### src/rtl/serial_add_pkg.sv
// rtl/serial_add_pkg.sv - shared state encoding and defaults for the bit-serial adder
package serial_add_pkg;

  typedef enum logic [1:0] {
    IDLE = 2'd0,
    RUN  = 2'd1,
    DONE = 2'd2
  } state_e;

  localparam int DEFAULT_WIDTH = 4;

endpackage

### src/rtl/bit_serial_fa.sv
// rtl/bit_serial_fa.sv - combinational 1-bit full-adder cell
module bit_serial_fa (
  input  logic x,
  input  logic y,
  input  logic z,
  output logic s,
  output logic co
);

  always_comb begin
    s  = x ^ y ^ z;
    co = (x & y) | (x & z) | (y & z);
  end

endmodule

### src/rtl/serial_add_ctrl.sv
// rtl/serial_add_ctrl.sv - bit-serial adder controller, one sum bit per cycle LSB first
module serial_add_ctrl
  import serial_add_pkg::*;
#(
  parameter int WIDTH = DEFAULT_WIDTH
) (
  input  logic             clk,
  input  logic             rst_n,
  input  logic             start,
  input  logic [WIDTH-1:0] a,
  input  logic [WIDTH-1:0] b,
  input  logic             cin,
  output logic             ready,
  output logic             busy,
  output logic             done,
  output logic [WIDTH-1:0] sum,
  output logic             cout
);

  localparam int CNT_W = $clog2(WIDTH + 1);

  state_e           state_q, state_d;
  logic [CNT_W-1:0] cnt_q, cnt_d;
  logic             carry_q, carry_d;
  logic [WIDTH-1:0] a_q, a_d;
  logic [WIDTH-1:0] b_q, b_d;
  logic [WIDTH-1:0] sum_q, sum_d;
  logic             cout_q, cout_d;
  logic             done_q, done_d;

  logic fa_s;
  logic fa_co;

  bit_serial_fa u_fa (
    .x  (a_q[0]),
    .y  (b_q[0]),
    .z  (carry_q),
    .s  (fa_s),
    .co (fa_co)
  );

  always_comb begin
    state_d = state_q;
    cnt_d   = cnt_q;
    carry_d = carry_q;
    a_d     = a_q;
    b_d     = b_q;
    sum_d   = sum_q;
    cout_d  = cout_q;
    done_d  = 1'b0;

    case (state_q)
      IDLE: begin
        if (start) begin
          a_d     = a;
          b_d     = b;
          carry_d = cin;
          cnt_d   = '0;
          sum_d   = '0;
          cout_d  = 1'b0;
          state_d = RUN;
        end
      end
      RUN: begin
        // Each new bit enters at the MSB so the first (LSB) bit ends at index 0.
        a_d     = a_q >> 1;
        b_d     = b_q >> 1;
        sum_d   = {fa_s, sum_q[WIDTH-1:1]};
        carry_d = fa_co;
        cnt_d   = cnt_q + CNT_W'(1);
        if (cnt_q == CNT_W'(WIDTH - 1)) begin
          cout_d  = fa_co;
          done_d  = 1'b1;
          state_d = DONE;
        end
      end
      DONE: begin
        state_d = IDLE;
      end
      default: begin
        state_d = IDLE;
      end
    endcase
  end

  always_ff @(posedge clk or negedge rst_n) begin
    if (!rst_n) begin
      state_q <= IDLE;
      cnt_q   <= '0;
      carry_q <= 1'b0;
      a_q     <= '0;
      b_q     <= '0;
      sum_q   <= '0;
      cout_q  <= 1'b0;
      done_q  <= 1'b0;
    end else begin
      state_q <= state_d;
      cnt_q   <= cnt_d;
      carry_q <= carry_d;
      a_q     <= a_d;
      b_q     <= b_d;
      sum_q   <= sum_d;
      cout_q  <= cout_d;
      done_q  <= done_d;
    end
  end

  always_comb begin
    ready = (state_q == IDLE);
    busy  = (state_q == RUN);
    done  = done_q;
    sum   = sum_q;
    cout  = cout_q;
  end

endmodule

### config.mk
export PLATFORM = sky130hd
export DESIGN_NAME = serial_add_ctrl
export DESIGN_NICKNAME = d
export VERILOG_FILES = /design/src/rtl/serial_add_pkg.sv /design/src/rtl/bit_serial_fa.sv /design/src/rtl/serial_add_ctrl.sv
export SDC_FILE = /design/constraint.sdc
export NUM_CORES = 1
export LEC_CHECK = 0
export CAP_MARGIN = 10
export CORE_UTILIZATION = 45
export CTS_BUF_LIST = sky130_fd_sc_hd__clkbuf_4 sky130_fd_sc_hd__clkbuf_8
export DETAILED_ROUTE_END_ITERATION = 10
export GPL_TIMING_DRIVEN = 1
export PLACE_DENSITY = 0.83
export SYNTH_ARGS = -nofsm -noshare
export SYNTH_HDL_FRONTEND = slang
export SYNTH_SLANG_ARGS = --single-unit
### constraint.sdc
create_clock -name clk -period 1.4 [get_ports clk]
set_input_delay 0.28 -clock clk [delete_from_list [all_inputs] [get_ports clk]]
set_output_delay 0.28 -clock clk [all_outputs]
set_load 0.01 [all_outputs]
==> results of run 1 <==
==> final cells by class <==
class                   instances  share of cell area
flip-flops and latches         20               0.376
inverters                      10              0.0281
repair buffers                 34               0.227
well taps                      27              0.0253
clock inverters                 1              0.0225
clock buffers                   3              0.0169
multi-input cells              43               0.304
==> routing by layer <==
| layer | vias to the layer above | track usage |
|---|---|---|
| li1 | 349 | - |
| met1 | 377 | 0.262 |
| met2 | 28 | 0.357 |
| met3 | 2 | 0.0453 |
| met4 | 0 | 0.0667 |
| met5 | - | 0 |
==> Yosys cell counts, drive strengths merged <==
| library cell | number | area [um^2] |
|---|---|---|
| a21oi | 1 | 5.00 |
| and3b | 1 | 8.76 |
| dfrtp | 20 | 500 |
| mux2 | 1 | 11.3 |
| clkbuf | 1 | 3.75 |
| a22o | 4 | 35.0 |
| o2bb2ai | 2 | 17.5 |
| nor2b | 4 | 25.0 |
| a32o | 1 | 10.0 |
| o311ai | 1 | 8.76 |
| nand2 | 1 | 3.75 |
| buf | 4 | 28.8 |
| a221o | 1 | 10.0 |
| inv | 10 | 37.5 |
| nor4b | 4 | 35.0 |
| o21bai | 1 | 11.3 |
| nor2 | 1 | 3.75 |
| nor3b | 4 | 30.0 |
| a211oi | 4 | 40.0 |
| nand2b | 3 | 21.3 |
| and2 | 2 | 12.5 |
| nand4bb | 1 | 11.3 |
| ha | 2 | 25.0 |
| a222oi | 3 | 30.0 |
| fa | 1 | 20.0 |
==> worst max path at each step <==
stage	depth (start not counted)	startpoint	endpoint	slack, ps
2_1_floorplan	4	cnt_q[0]	cout	130
3_3_place_gp	4	start	cout	-80
3_5_place_dp	4	start	cout	-100
4_1_cts	2	state_q[0]	ready	-50
5_1_grt	2	state_q[1]	ready	-60
6_report	2	state_q[0]	ready	5
==> sequential cells by signal (all words and copies together) (netlist names) <==
signal and cells:
state_q 2, cout 1, b_q 4, cnt_q 3, sum 4, done 1
carry_q 1, a_q 4
==> cells by family after synthesis <==
| family | count (synthesis) |
|---|---|
| and+or+nand+nor | 21 |
| DFF | 20 |
| AOI/OAI and AO/OA | 18 |
| buffers and inverters | 15 |
| adders and majority gates | 3 |
| muxes | 1 |
==> worst max-delay path, cell delays in order (launching register included) <==
cell and delay (ps):
dfrtp_2 460, nor2_2 110, clkdlybuf4s15_2 230
==> cell usage in the layout (no fill, tap or decap), drive strengths merged <==
| cell | Yosys | routed |
|---|---|---|
| a211oi | 4 | 4 |
| a21oi | 1 | 1 |
| a221o | 1 | 1 |
| a222oi | 3 | 3 |
| a22o | 4 | 4 |
| a32o | 1 | 1 |
| and2 | 2 | 2 |
| and3b | 1 | 1 |
| buf | 4 | 16 |
| bufinv | 0 | 1 |
| clkbuf | 1 | 3 |
| clkdlybuf4s15 | 0 | 1 |
| clkdlybuf4s50 | 0 | 11 |
| dfrtp | 20 | 20 |
| dlygate4sd2 | 0 | 6 |
| fa | 1 | 1 |
| ha | 2 | 2 |
| inv | 10 | 10 |
| mux2 | 1 | 1 |
| nand2 | 1 | 1 |
| nand2b | 3 | 3 |
| nand4bb | 1 | 1 |
| nor2 | 1 | 1 |
| nor2b | 4 | 4 |
| nor3b | 4 | 4 |
| nor4b | 4 | 4 |
| o21bai | 1 | 1 |
| o2bb2ai | 2 | 2 |
| o311ai | 1 | 1 |
==> through the flow <==
step	power, uW	TNS [ps]
2_1_floorplan	1790	0
3_5_place_dp	2360	-483
3_3_place_gp	2290	-216
6_report	2960	0
4_1_cts	2870	-120
5_1_grt	3160	-92.8
==> power by group <==
group | internal (uW) | total, uW | switching, uW
clock | 290 | 483 | 193
combinational | 790 | 1500 | 708
sequential | 832 | 980 | 148
total | 1910 | 2960 | 1050
==> timing repair <==
action	CTS	global route
gates resized for setup	17	7
buffers inserted	2	2
endpoints found under the setup margin	8	8
gates cloned	0	1
pin swaps	1	1
==> impl_metrics.toml, run 1 <==
[synthesis]
synth_simple_gate_area_frac = 0.160
synth_cell_type_count = 30
synth_top_family_by_area = "compound AO/OA/AOI/OAI gates"
muxShareOfSynthArea = 0.0119
synth_xor_area_frac = 0
ys_seq_area_frac = 0.529
syn_area_um2 = 946
synth_adder_area_share = 0.0476
syn-instance-count = 78
ys_ff_latch = 20
avgSynthCellArea_um2 = 12.1
ys.warnings.count = 0
synth_compound_area_frac = 0.177
synth_nets = 93

[cells_and_area]
postLayoutCoreUtil = 0.680
drive_gt1_frac = 0.288
num-fill-cells = 159
stdcell_area_um2 = 1330
area_delta_synth_final_pct = 41.0
multiInputGateArea_um2 = 405
final_cells = 138
antenna_cells = 0
seqCellArea_um2 = 502
nets = 127

[detailed_routing]
num_vias = 756
wl_per_cell_um = 15.8
viasPerCell = 5.48
remaining_drc_errors = 0
wirelength_um = 2190
dr_wl_met3_um = 112
dr.max_layer_used = "met4"
drt-met1-wl_um = 936
dr.pass1.iters = 4
drtAntennaViolNets = 0
drtIter0Drc = 27
wl_met2_um = 1110

[floorplanning]
rows = 16
die_y_um = 47.8
die-area_um2 = 2290
die_w_um = 47.8
core_area_um2 = 1960
io_pins = 20
start_util = 0.482

[placement]
pre_cts_ws_ps = -99.1
placed_area_um2 = 1220
placedCellCount = 130
hpwl_um = 1440
place.port_buffers = 19
place.gp.congestion = 0.766

[timing]
maxSlewViolCount = 0
setup_violations = 0
finalCriticalPeriod_ps = 1400
max_slew_margin = 0.773
rsz0062_at_grt = "true"
worst_pin_slew_ps = 341
whs_ps = 288
skew_ps = 11.2
clock.fmax_ghz = 0.717
hold_viol_final = 0
timing.final.crit_share = 0.996
worst_slack_ps = 5.00

[flow_run]
drv_cap = 0

[critical_path]
crit_path_max_fanout = 4
rr_startpoint = "cnt_q[0]"
r2r_end = "cout"
cp.required_ps = 1120
arrival_ps = 1120
end_kind = "output pin"
startpoint_type = "register"
rrSetupSlack_ps = 40
rr_worst_depth = 4
setup.worst_path.class = "register to output pin"

[global_route]
overflow = 0
antenna_found_initial = 0
grt_pass1_wl_um = 3180
groute.usage.overall = 0.209
grt_pass1_vias = 717
grt_max_degree = 21

[cts]
clkLatencyLatePin_ps = 320
numCtsBuffers = 3
cts.clk_slew.worst_paths_ps = 120
clockBufferDepth = 2
cts_hold_buf = 0
clock-sinks = 20
htreeDepth = 1
root_buffer = "clkbuf_4"
cts_tree = "yes"

[worst_hold_path]
hp-class = "primary input to async pin"

[status]
status = "finished, final reports clean"

[power_and_ir_drop]
leakagePower_uw = 0.000622
ir_drop_mv = 1.33
powerDensity_nw_per_um2 = 2220
Power figures use the tool's default switching activity.
==> run 2, diff against run 1 <==
--- a/config.mk
+++ b/config.mk
@@ -10,7 +10,7 @@
 export CTS_BUF_LIST = sky130_fd_sc_hd__clkbuf_4 sky130_fd_sc_hd__clkbuf_8
 export DETAILED_ROUTE_END_ITERATION = 10
 export GPL_TIMING_DRIVEN = 1
-export PLACE_DENSITY = 0.83
+export PLACE_DENSITY = 0.76
 export SYNTH_ARGS = -nofsm -noshare
 export SYNTH_HDL_FRONTEND = slang
 export SYNTH_SLANG_ARGS = --single-unit
==> run 2 against run 1 <==
Against the previous run:
- clock power down 2%
- maximum frequency up 2.5%
- cell count unchanged
- critical path depth up 2
- first-iteration DRC count down 33%
- die area unchanged
- power down 1.6%
==> impl_metrics.toml, run 2 (synthesis gave the netlist of run 1 again) <==
[cts]
clock-sinks = 20
cts_tree = "yes"
cts.clk_slew.worst_paths_ps = 120
clockBufferDepth = 2
htreeDepth = 1
numCtsBuffers = 3
clkLatencyLatePin_ps = 310
root_buffer = "clkbuf_4"

[critical_path]
crit_path_max_fanout = 8
cp.required_ps = 1600
end_kind = "register"
rr_worst_depth = 4
arrival_ps = 1560
setup.worst_path.class = "register to register"
startpoint_type = "register"

[power_and_ir_drop]
ir_drop_mv = 1.22
leakagePower_uw = 0.000618
total_power_uw = 2910
powerDensity_nw_per_um2 = 2210

[detailed_routing]
num_vias = 740
drtAntennaViolNets = 0
drt-met1-wl_um = 895
wl_per_cell_um = 14.5
viasPerCell = 5.36
wirelength_um = 2010
dr.pass1.iters = 6
remaining_drc_errors = 0
dr_wl_met3_um = 94
drtIter0Drc = 18
dr.max_layer_used = "met4"
wl_met2_um = 963

[timing]
timing.final.crit_share = 0.973
tns_ps = 0
setup_violations = 0
worst_slack_ps = 38.5
max_slew_margin = 0.776
finalCriticalPeriod_ps = 1360
worst_pin_slew_ps = 331
skew_ps = 5.70
hold_viol_final = 0
clock.fmax_ghz = 0.734
maxSlewViolCount = 0

[cells_and_area]
postLayoutCoreUtil = 0.672
multiInputGateArea_um2 = 395
seqCellArea_um2 = 500
final_cell_mix = "dfrtp_1 (20), buf_4 (13), clkdlybuf4s50_1 (11)"
area_delta_synth_final_pct = 39.4
final_cells = 138
drive_gt1_frac = 0.270
final_common_cell = "dfrtp_1"
nets = 127
antenna_cells = 0
num-fill-cells = 164

[worst_hold_path]
hp-class = "primary input to async pin"

[placement]
placedCellCount = 130
place.port_buffers = 19
pre_cts_ws_ps = -76.4
hpwl_um = 1420
place.gp.congestion = 0.764

[flow_run]
drv_cap = 0

[floorplanning]
core_area_um2 = 1960
rows = 16
die-area_um2 = 2290
die_w_um = 47.8
start_util = 0.482
die_y_um = 47.8
io_pins = 20

[global_route]
overflow = 0
antenna_found_initial = 0
grt_max_degree = 21
grt_pass1_vias = 676
grt_pass1_wl_um = 3010
groute.usage.overall = 0.200

[status]
status = "finished, final reports clean"
## run 2: changes by cell type in the layout (fill, tap and decap cells not counted), sizes merged
cell           previous run  this run
clkdlybuf4s15             1         0
clkbuf                    3         4
## run 2: cell type report
class | instances | share of cell area
multi-input cells | 43 | 0.300
repair buffers | 34 | 0.227
inverters | 10 | 0.0285
clock buffers | 3 | 0.0171
flip-flops and latches | 20 | 0.380
well taps | 27 | 0.0256
clock inverters | 1 | 0.0228
## run 2: critical path, cell delays in order (launching register included)
cell	delay (ps)
dfrtp_1	430
buf_6	150
o21bai_4	170
buf_4	170
a221o_1	340
## run 2: metrics by stage
stage / area [um^2] / hold WS (ps)
after floorplan: 946 / -15.6
after global placement: 1220 / 475
after detailed placement: 1220 / 487
after CTS: 1280 / 303
after global routing: 1320 / 306
final: 1320 / 301
## run 2: per-layer routing
metal / track usage / up-vias
li1: - / 349
met1: 0.257 / 356
met2: 0.295 / 29
met3: 0.0604 / 6
met4: 0.122 / 0
met5: 0 / -
## run 2: worst paths after layout
check                           end  startpoint  slack (ps)
min in group clk             sum[0]      sum[0]         510
min                          b_q[1]       rst_n         300
min reg2reg                  sum[0]      sum[0]         510
max                            cout  state_q[1]          40
max in group asynchronous  cnt_q[0]       rst_n         890
max reg2reg                    cout  state_q[1]          40
## run 2: power by group
part / internal, uW / switching [uW]
Clock: 290 / 184
Combinational: 785 / 687
Sequential: 829 / 140
## run 2: repair_timing
item / in CTS / in global routing
gates resized for setup: 9 / 12
buffers inserted: 2 / 3
pin swaps: 0 / 1
setup endpoints to repair: 8 / 9
hold buffers: 0 / 0
==> run 3, diff against run 2 <==
--- a/config.mk
+++ b/config.mk
@@ -9,8 +9,9 @@
 export CORE_UTILIZATION = 45
 export CTS_BUF_LIST = sky130_fd_sc_hd__clkbuf_4 sky130_fd_sc_hd__clkbuf_8
 export DETAILED_ROUTE_END_ITERATION = 10
+export DONT_BUFFER_PORTS = 1
 export GPL_TIMING_DRIVEN = 1
-export PLACE_DENSITY = 0.76
+export PLACE_DENSITY = 0.64
 export SYNTH_ARGS = -nofsm -noshare
 export SYNTH_HDL_FRONTEND = slang
 export SYNTH_SLANG_ARGS = --single-unit
==> constraint.sdc (replaced) <==
create_clock -name clk -period 1.4 [get_ports clk]
set_input_delay 0.28 -clock clk [delete_from_list [all_inputs] [get_ports clk]]
set_output_delay 0.28 -clock clk [all_outputs]
set_load 0.02 [all_outputs]
==> run 3 against run 2 <==
Against the previous run:
- the run now ends with setup timing left
- power shrank 11%
- non-clock buffer count shrank 23
- sequential cell count is the same
- global-route usage shrank 2.6 points
- cell count shrank 17%
- core utilization shrank 11 points
- cell area shrank 16%
- critical path depth shrank 1
- largest cell class unchanged
==> impl_metrics.toml, run 3 (synthesis gave the netlist of run 1 again) <==
[status]
status = "complete, but fails checks"
violations = "setup timing"

[global_route]
grt_pass1_vias = 595
groute.usage.overall = 0.173
antenna_found_initial = 0
grt_pass1_wl_um = 2750
overflow = 0
grt_max_degree = 21

[critical_path]
setup.worst_path.class = "register to output pin"
crit_path_max_fanout = 8
cp.required_ps = 1120
arrival_ps = 1160
startpoint_type = "register"
end_kind = "output pin"
rrSetupSlack_ps = 70

[cts]
clkLatencyLatePin_ps = 290
root_buffer = "clkbuf_4"
htreeDepth = 1
numCtsBuffers = 3
cts.clk_slew.worst_paths_ps = 110
clockBufferDepth = 2
cts_tree = "yes"
clock-sinks = 20

[placement]
placed_area_um2 = 977
hpwl_um = 1160
place.port_buffers = 0
pre_cts_ws_ps = 86.1
place.gp.congestion = 0.687

[cells_and_area]
final_cell_mix = "dfrtp_1 (20), inv_1 (9), buf_4 (7)"
nets = 104
antenna_cells = 0
drive_gt1_frac = 0.250
stdcell_area_um2 = 1110
final_common_cell = "dfrtp_1"
area_delta_synth_final_pct = 16.9
postLayoutCoreUtil = 0.564

[floorplanning]
io_pins = 20
core_area_um2 = 1960
die_y_um = 47.8
rows = 16
start_util = 0.482
die-area_um2 = 2290
die_w_um = 47.8

[power_and_ir_drop]
power.share.clock = 0.128
p_sw_uw = 1020
internal-power_uw = 1580
comb_power_share = 0.467
ir_drop_mv = 0.932
switching_share = 0.393
powerDensity_nw_per_um2 = 2360
seqPwrFrac = 0.405
leakagePower_uw = 0.000498

[timing]
hold_viol_final = 0
setup_violations = 2
finalCriticalPeriod_ps = 1440
maxSlewViolCount = 0
clock.fmax_ghz = 0.696
rsz0062_at_grt = "true"
timing.final.crit_share = 1.03
worst_pin_slew_ps = 922
worst_slack_ps = -37.1
skew_ps = 0.823
max_slew_margin = 0.383

[worst_hold_path]
hp-class = "primary input to register"

[detailed_routing]
viasPerCell = 5.56
drtAntennaViolNets = 0
wl_per_cell_um = 15.5
wirelength_um = 1790
drtIter0Drc = 7
dr.pass1.iters = 4
num_vias = 639
remaining_drc_errors = 0

[flow_run]
drv_cap = 0
[run 3: changes by cell type in the layout (fill, tap and decap cells not counted), sizes merged]
cell / change
clkdlybuf4s50: -11
buf: -6
dlygate4sd2: -6
bufinv: -1
clkinv: +1
dlygate4sd3: +1
inv: -1
[run 3: final timing paths]
path,start,endpoint,cells past startpoint
setup / recovery,state_q[0],ready,3
hold / removal,start,b_q[3],1
max in group asynchronous,rst_n,sum[2],1
min in group asynchronous,rst_n,state_q[1],1
hold reg to reg,cnt_q[2],cnt_q[2],1
setup reg to reg,cnt_q[0],cout,4
[run 3: repair_timing]
item                       in CTS  in global routing
hold buffers                    1                  0
buffers inserted                2                  4
pin swaps                       0                  2
setup endpoints to repair       2                  9
hold endpoints to repair       20                  0
gates resized for setup         7                  3
[run 3: layout make-up]
class	instances	area, um^2
fill	189	856
clock buffer	4	36.3
timing repair buffer	11	96.3
multi-input combinational	43	397
inverter	10	42.5
sequential	20	500
tap	27	33.8
[run 3: per-stage QoR]
step                hold WS [ps]  std cells  TNS [ps]  power (uW)
finish                      97.3        115     -47.1        2610
global route                85.6        115      -173        2810
CTS                         87.5        111     -61.6        2520
detailed placement         -15.2        104         0        2080
global placement           -15.1        104         0        2040
floorplan                  -15.6         78         0        1870
[run 3: routing by layer]
metal	vias up	GRT usage	wire length, um
met1	322	0.245	840
met5	-	0	0
li1	305	-	-
met2	12	0.270	897
met4	0	0.0333	0
met3	0	0.0453	50
[run 3: power groups by stage]
| stage | registers (uW) | clock network, uW | logic (uW) |
|---|---|---|---|
| final | 1060 | 333 | 1220 |
| after global routing | 1090 | 375 | 1350 |
| after CTS | 1050 | 345 | 1120 |
| after detailed placement | 1060 | 0 | 1020 |
| after global placement | 1050 | 0 | 987 |
| after floorplan | 1040 | 0 | 824 |
[run 3: worst max-delay path: stages, from the launching register on]
cell,delay (ps)
dfrtp_1,430
buf_6,160
nor2_4,130
buf_6,140
